--- src/rtl/counter_ctrl_pkg.sv ---
// Shared encodings and defaults for the counter sequencing controller.
package counter_ctrl_pkg;

    localparam int unsigned DEFAULT_WIDTH = 8;

    typedef enum logic [1:0] {
        OP_START  = 2'd0,
        OP_STOP   = 2'd1,
        OP_RESUME = 2'd2,
        OP_CLEAR  = 2'd3
    } op_e;

    typedef enum logic [1:0] {
        ST_IDLE  = 2'd0,
        ST_RUN   = 2'd1,
        ST_PAUSE = 2'd2,
        ST_DONE  = 2'd3
    } state_e;

endpackage

--- src/rtl/counter_ctrl_dp.sv ---
// Counter datapath: count and limit registers, incrementer and terminal compare.
module counter_ctrl_dp
    import counter_ctrl_pkg::*;
#(
    parameter int unsigned WIDTH = DEFAULT_WIDTH
) (
    input  logic             clk,
    input  logic             rst,
    input  logic             clr,
    input  logic             inc,
    input  logic             load_limit,
    input  logic [WIDTH-1:0] limit_in,
    output logic [WIDTH-1:0] count,
    output logic             term
);

    logic [WIDTH-1:0] count_q;
    logic [WIDTH-1:0] limit_q;
    logic [WIDTH-1:0] nxt;

    // Modulo-2^WIDTH increment; limit==0 therefore terminates on the wrap to 0.
    assign nxt   = count_q + WIDTH'(1);
    assign term  = (nxt == limit_q);
    assign count = count_q;

    always_ff @(posedge clk) begin
        if (rst) begin
            count_q <= '0;
            limit_q <= '0;
        end else begin
            if (load_limit) begin
                limit_q <= limit_in;
            end
            if (clr) begin
                count_q <= '0;
            end else if (inc) begin
                count_q <= nxt;
            end
        end
    end

endmodule

--- src/rtl/counter_ctrl.sv ---
// Command-driven sequencer for the up-counter: start/stop/resume/clear with
// one-shot or auto-reload terminal handling and a registered done pulse.
module counter_ctrl
    import counter_ctrl_pkg::*;
#(
    parameter int unsigned WIDTH = DEFAULT_WIDTH
) (
    input  logic             clk,
    input  logic             rst,
    input  logic             cmd_valid,
    output logic             cmd_ready,
    input  logic [1:0]       cmd_op,
    input  logic [WIDTH-1:0] cmd_data,
    input  logic             cmd_auto,
    input  logic             tick,
    output logic [WIDTH-1:0] count,
    output logic [1:0]       state,
    output logic             busy,
    output logic             done
);

    state_e state_q;
    state_e state_d;
    logic   auto_q;
    logic   auto_d;
    logic   done_d;
    logic   ready_d;
    logic   accept;
    logic   clr;
    logic   inc;
    logic   load_limit;
    logic   term;
    op_e    op;

    assign op     = op_e'(cmd_op);
    assign accept = cmd_valid && cmd_ready;

    counter_ctrl_dp #(
        .WIDTH (WIDTH)
    ) u_dp (
        .clk        (clk),
        .rst        (rst),
        .clr        (clr),
        .inc        (inc),
        .load_limit (load_limit),
        .limit_in   (cmd_data),
        .count      (count),
        .term       (term)
    );

    always_ff @(posedge clk) begin
        if (rst) begin
            state_q   <= ST_IDLE;
            auto_q    <= 1'b0;
            done      <= 1'b0;
            cmd_ready <= 1'b1;
        end else begin
            state_q   <= state_d;
            auto_q    <= auto_d;
            done      <= done_d;
            cmd_ready <= ready_d;
        end
    end

    // Accepted commands win over a same-cycle tick, which is then dropped.
    always_comb begin
        state_d    = state_q;
        auto_d     = auto_q;
        done_d     = 1'b0;
        ready_d    = ~accept;
        clr        = 1'b0;
        inc        = 1'b0;
        load_limit = 1'b0;

        if (accept) begin
            case (op)
                OP_START: begin
                    load_limit = 1'b1;
                    auto_d     = cmd_auto;
                    clr        = 1'b1;
                    state_d    = ST_RUN;
                end
                OP_STOP: begin
                    if (state_q == ST_RUN) begin
                        state_d = ST_PAUSE;
                    end
                end
                OP_RESUME: begin
                    if (state_q == ST_PAUSE) begin
                        state_d = ST_RUN;
                    end
                end
                OP_CLEAR: begin
                    clr     = 1'b1;
                    state_d = ST_IDLE;
                end
                default: begin
                end
            endcase
        end else if ((state_q == ST_RUN) && tick) begin
            // One-shot terminal lands on count==limit, which is just nxt.
            if (term) begin
                done_d = 1'b1;
                if (auto_q) begin
                    clr = 1'b1;
                end else begin
                    inc     = 1'b1;
                    state_d = ST_DONE;
                end
            end else begin
                inc = 1'b1;
            end
        end
    end

    assign state = state_q;
    assign busy  = (state_q == ST_RUN) || (state_q == ST_PAUSE);

endmodule

--- config.mk ---
export PLATFORM = sky130hd
export DESIGN_NAME = counter_ctrl
export DESIGN_NICKNAME = d
export VERILOG_FILES = /design/src/rtl/counter_ctrl_pkg.sv /design/src/rtl/counter_ctrl_dp.sv /design/src/rtl/counter_ctrl.sv
export SDC_FILE = /design/constraint.sdc
export NUM_CORES = 1
export LEC_CHECK = 0
export CORE_ASPECT_RATIO = 0.5
export CORE_MARGIN = 4
export CORE_UTILIZATION = 40
export DETAILED_ROUTE_END_ITERATION = 6
export GPL_TIMING_DRIVEN = 0
export PLACE_DENSITY = 0.65
export SETUP_SLACK_MARGIN = 0.2
export SLEW_MARGIN = 10
export SYNTH_ARGS = -nofsm -noshare
export SYNTH_HDL_FRONTEND = slang
export SYNTH_HIERARCHICAL = 1
export SYNTH_SLANG_ARGS = --single-unit
export TNS_END_PERCENT = 20
--- constraint.sdc ---
create_clock -name clk -period 5.3 [get_ports clk]
set_clock_uncertainty 0.15 [all_clocks]
set_input_delay 1.06 -clock clk [delete_from_list [all_inputs] [get_ports clk]]
set_output_delay 1.06 -clock clk [all_outputs]
set_load 0.1 [all_outputs]
==> results list <==
- The number of slew-limit violations in the final report came to 0.
- PwrDens: 220 nW/um^2
* Highest cell delay on the worst timing path: 1120 ps
- Top area cells in the synthesized netlist: dfxtp_1 35%, mux2i_1 8.4%, ha_1 7.4%
* Detailed-route DRC error count: 0
- The clock reaches the later pin of the worst-skew pair after 260 ps.
- Final critical-path share of the clock period: 63.6%
- The worst setup path is captured at a primary output.
- Summed over all failing endpoints, the final setup total negative slack is 0 ps.
- Worst reg2reg setup slack: 2430 ps
- In this run the number of H-tree levels came out at 1.
* Final setup viols: 0
* Depth of the most critical reg-to-reg path: 10
- For hold timing, the worst endpoint is u_dp/limit_q[4].
- Data on the critical path is required at its endpoint by 4090 ps.
- The detail route stage leaves a number of antenna-violating nets equal to 0.
- Summed over all layers, the routed wires come to 2310 microns.
- Critical path fanouts, max: 4
* Status: complete, no violations
* Number of gates resized after CTS: 0
* Cell count after synthesis: 131
- Fill cells: 270
- Entering global routing, the biggest net connects 14 pins.
- Global routing usage summed across all routing layers: 13.1%
- Worst-case headroom to the max-slew limit: 34.6%
- Count of pins on the block boundary: 28
- Once placement finished, the instance area stood at 1500 sq um.
* Synthesized netlist net count: 153
- Placed insts: 195
* Mean post-synth cell area: 9.06 sq um
- The pre-antenna-repair detailed-routing pass consisted of 4 iterations.
- Number of synthesized register bits: 21
* R2r startpoint: u_dp/count[0]
* Proportion of synthesized chip area in sequential cells: between 30% and 40%
* Die area: 3960 sq um
- TritonCTS clock tree: yes
* CP Cell Sequence: inv_1 > ha_1 > inv_1 > clkdlybuf4s50_1
- Initial core utilization: 43.7%
- Final instance area: 1550 sq um
- Counting distinct cell types in the post-synthesis netlist gives 34.
- Summed over all layers, the global routing overflow is 0.
- Total Nets Final: 185
- Leading cell type in the layout, fill and taps excluded: clkdlybuf4s50_1
* Unrepaired setup endpoints after global routing: false
* Wire length of the first global-routing pass: 3970 microns
- The critical path in this run is classified as reg -> out.
- Leaving out filler cells and counting taps, the final layout contains 199.
- In the final layout, flip-flops and latches occupy ~420 sq um.
- Row cnt: 13
- Detail-routed net length per standard cell: 11.6 microns
- Summing all multi-input logic gate instances after layout gives 699 sq um.
- The number of antenna violations at the first check in global routing was 0.
* Hold-critical path depth: 2
- Class of the worst hold path: reg -> reg
- The routed design could run at a clock period as short as 3370 ps.
- Share of layout cells above drive strength 1: 11.1%
- Summed over its instances, the top area cell type makes up 35.4% of the synthesized netlist area.
* Worst setup slack before clock tree synthesis: between 2000 and 2500 ps
- Maximum operating frequency: 297 MHz
- VDD sags by at most 124 uV.
- For this run, the number of Yosys warnings is 6.
- The repair_antennas step left the layout with diodes totalling 0.
- Once routing completed, OpenROAD measured the worst setup slack at 1930 ps.
* Clock transition time at the flip-flop clock pins of the worst setup and hold paths: roughly 80 ps
- Slew at the pin closest to its max-slew limit: 978 ps
- Measured on the finished design, the core utilization comes to between 50% and 60%.
* Static Leak: 0.597 nW
- The floorplan step set the die width to between 80 and 90 microns.
* Worst hold path startpoint: u_dp/limit_q[4]
- After clock tree synthesis, the flow added hold-fix buffers numbering 0.
- Reg-to-Reg End: u_dp/count[0]
- Across the run, the number of max-cap violations was 0.
* Synth-to-layout area growth: 30.8%
- By instance count, the cell type seen most on the critical path is inv_1.
- Via density per instance: 4.90
* Setup Fix Bufs, Post-CTS: 0
- Count of buffers from port buffering: 27
* Routability Congestion: 0.764
- In this run, CTS created clock tree buffers numbering 3.
* Vias in the first global route: 903
- DP Wirelength: 1820 microns
- Broken down by cell family, the worst path's largest delay share belongs to buffers and inverters.
* Critical path buffers and inverters: 3
- Height of the die: 46.5 microns
- The cell sitting at the root of the clock tree is a clkbuf_8.
- Iteration-0 DRC Markers: 29
- Kind of start point of the critical path: register
- Total number of vias: 976
- TritonCTS sink count: 21
- Cell type of the slowest stage on the worst timing path: clkdlybuf4s50_1
* Total count of hold-check failures in the final report: 0
- After floorplanning, the core was sized to cover ~2700 sq um.
- Dominant cell type by area after synthesis: dfxtp_1
- The cell area that synthesis handed to floorplanning was ~1200 sq um.
- For the worst setup path, the data arrival time is 2160 ps.
- In this run the deepest clock path goes through 2 buffers.
- Most used cells in the layout excluding fill and tap cells: 27 x clkdlybuf4s50_1, 21 x dfxtp_1, 19 x nor2_1
==> power breakdown <==
part	internal (mW)	switching (mW)	leakage, nW
Sequential	0.162	0.00424	0.170
Combinational	0.0270	0.0431	0.405
Clock	0.0531	0.0528	0.0217
==> final cells by class <==
| cell class | count | share of cell area [%] |
|---|---|---|
| repair buffers | 27 | 17.4 |
| clock inverters | 1 | 0.483 |
| inverters | 6 | 1.45 |
| multi-input cells | 97 | 45.0 |
| flip-flops and latches | 21 | 27.1 |
| well taps | 37 | 2.98 |
| plain buffers | 7 | 2.90 |
| clock buffers | 3 | 2.66 |
==> synthesized netlist by cell type <==
cell type,number
a211oi_1,2
dfxtp_1,21
and3_1,2
nand4_1,3
nor3_1,2
mux2i_1,10
nor2_1,19
clkbuf_1,2
nand4b_1,1
o21a_1,1
xnor2_1,6
xor2_2,2
or3_1,2
a41oi_1,2
nand3_1,6
nor3b_1,1
nor2b_2,1
o22ai_1,1
a211oi_2,1
inv_1,6
a21oi_1,3
or2_2,2
nor4_1,2
o31ai_1,1
buf_6,2
nand2_1,4
o21ai_0,1
and3_2,1
nor2b_1,4
xor2_1,8
ha_1,7
nand2_2,1
buf_2,3
and4_4,1
==> cell families (layout without fill, tap and decap cells) <==
kind of cell	after synthesis	after routing	share of synthesized area, %
AO/OA/AOI/OAI	12	12	7.27
XOR/XNOR	16	16	13.1
adder cells (fa/ha/maj)	7	7	7.38
buffers and inverters	13	44	5.69
flip-flops	21	21	35.4
multiplexers	10	10	8.43
AND/OR/NAND/NOR	52	52	22.8
==> metal layers <==
layer / routed length [microns] / up-vias / GRT usage (%)
met2: 960 / 20 / 21.3
met1: 1210 / 444 / 16.4
met4: 27 / 0 / 4.73
met3: 114 / 2 / 4.64
met5: 0 / - / 0
li1: - / 510 / -
==> stage by stage <==
stage / power, mW / hold slack, ps
finish: 0.342 / 364
floorplan: 0.217 / 330
global route: 0.361 / 422
detailed placement: 0.240 / 354
CTS: 0.347 / 373
global placement: 0.240 / 347
==> flip-flops by register name, indices dropped and copies added, names as in the netlist <==
signal,cells
u_dp/count,8
u_dp/limit_q,8
state,2
auto_q,1
cmd_ready,1
done,1
==> worst register-to-register path: stages, from the launching register on <==
cell and delay (ps):
dfxtp_1 490, ha_1 340, nor3b_1 210, o21a_1 130, o31ai_1 70, nor4_1 460, nand4_1 200, o22ai_1 180
or2_2 130, clkbuf_1 310, nor2_1 100
==> worst max path at each step <==
stage / startpoint / to / slack, ps / cells after the start
after floorplan: state[0] / busy / 2120 / 3
final: state[0] / busy / 1930 / 4
after detailed placement: state[0] / busy / 2230 / 4
after CTS: state[0] / busy / 1920 / 4
after global routing: state[0] / busy / 1830 / 4
after global placement: state[0] / busy / 2220 / 4
Power figures use the tool's default switching activity.
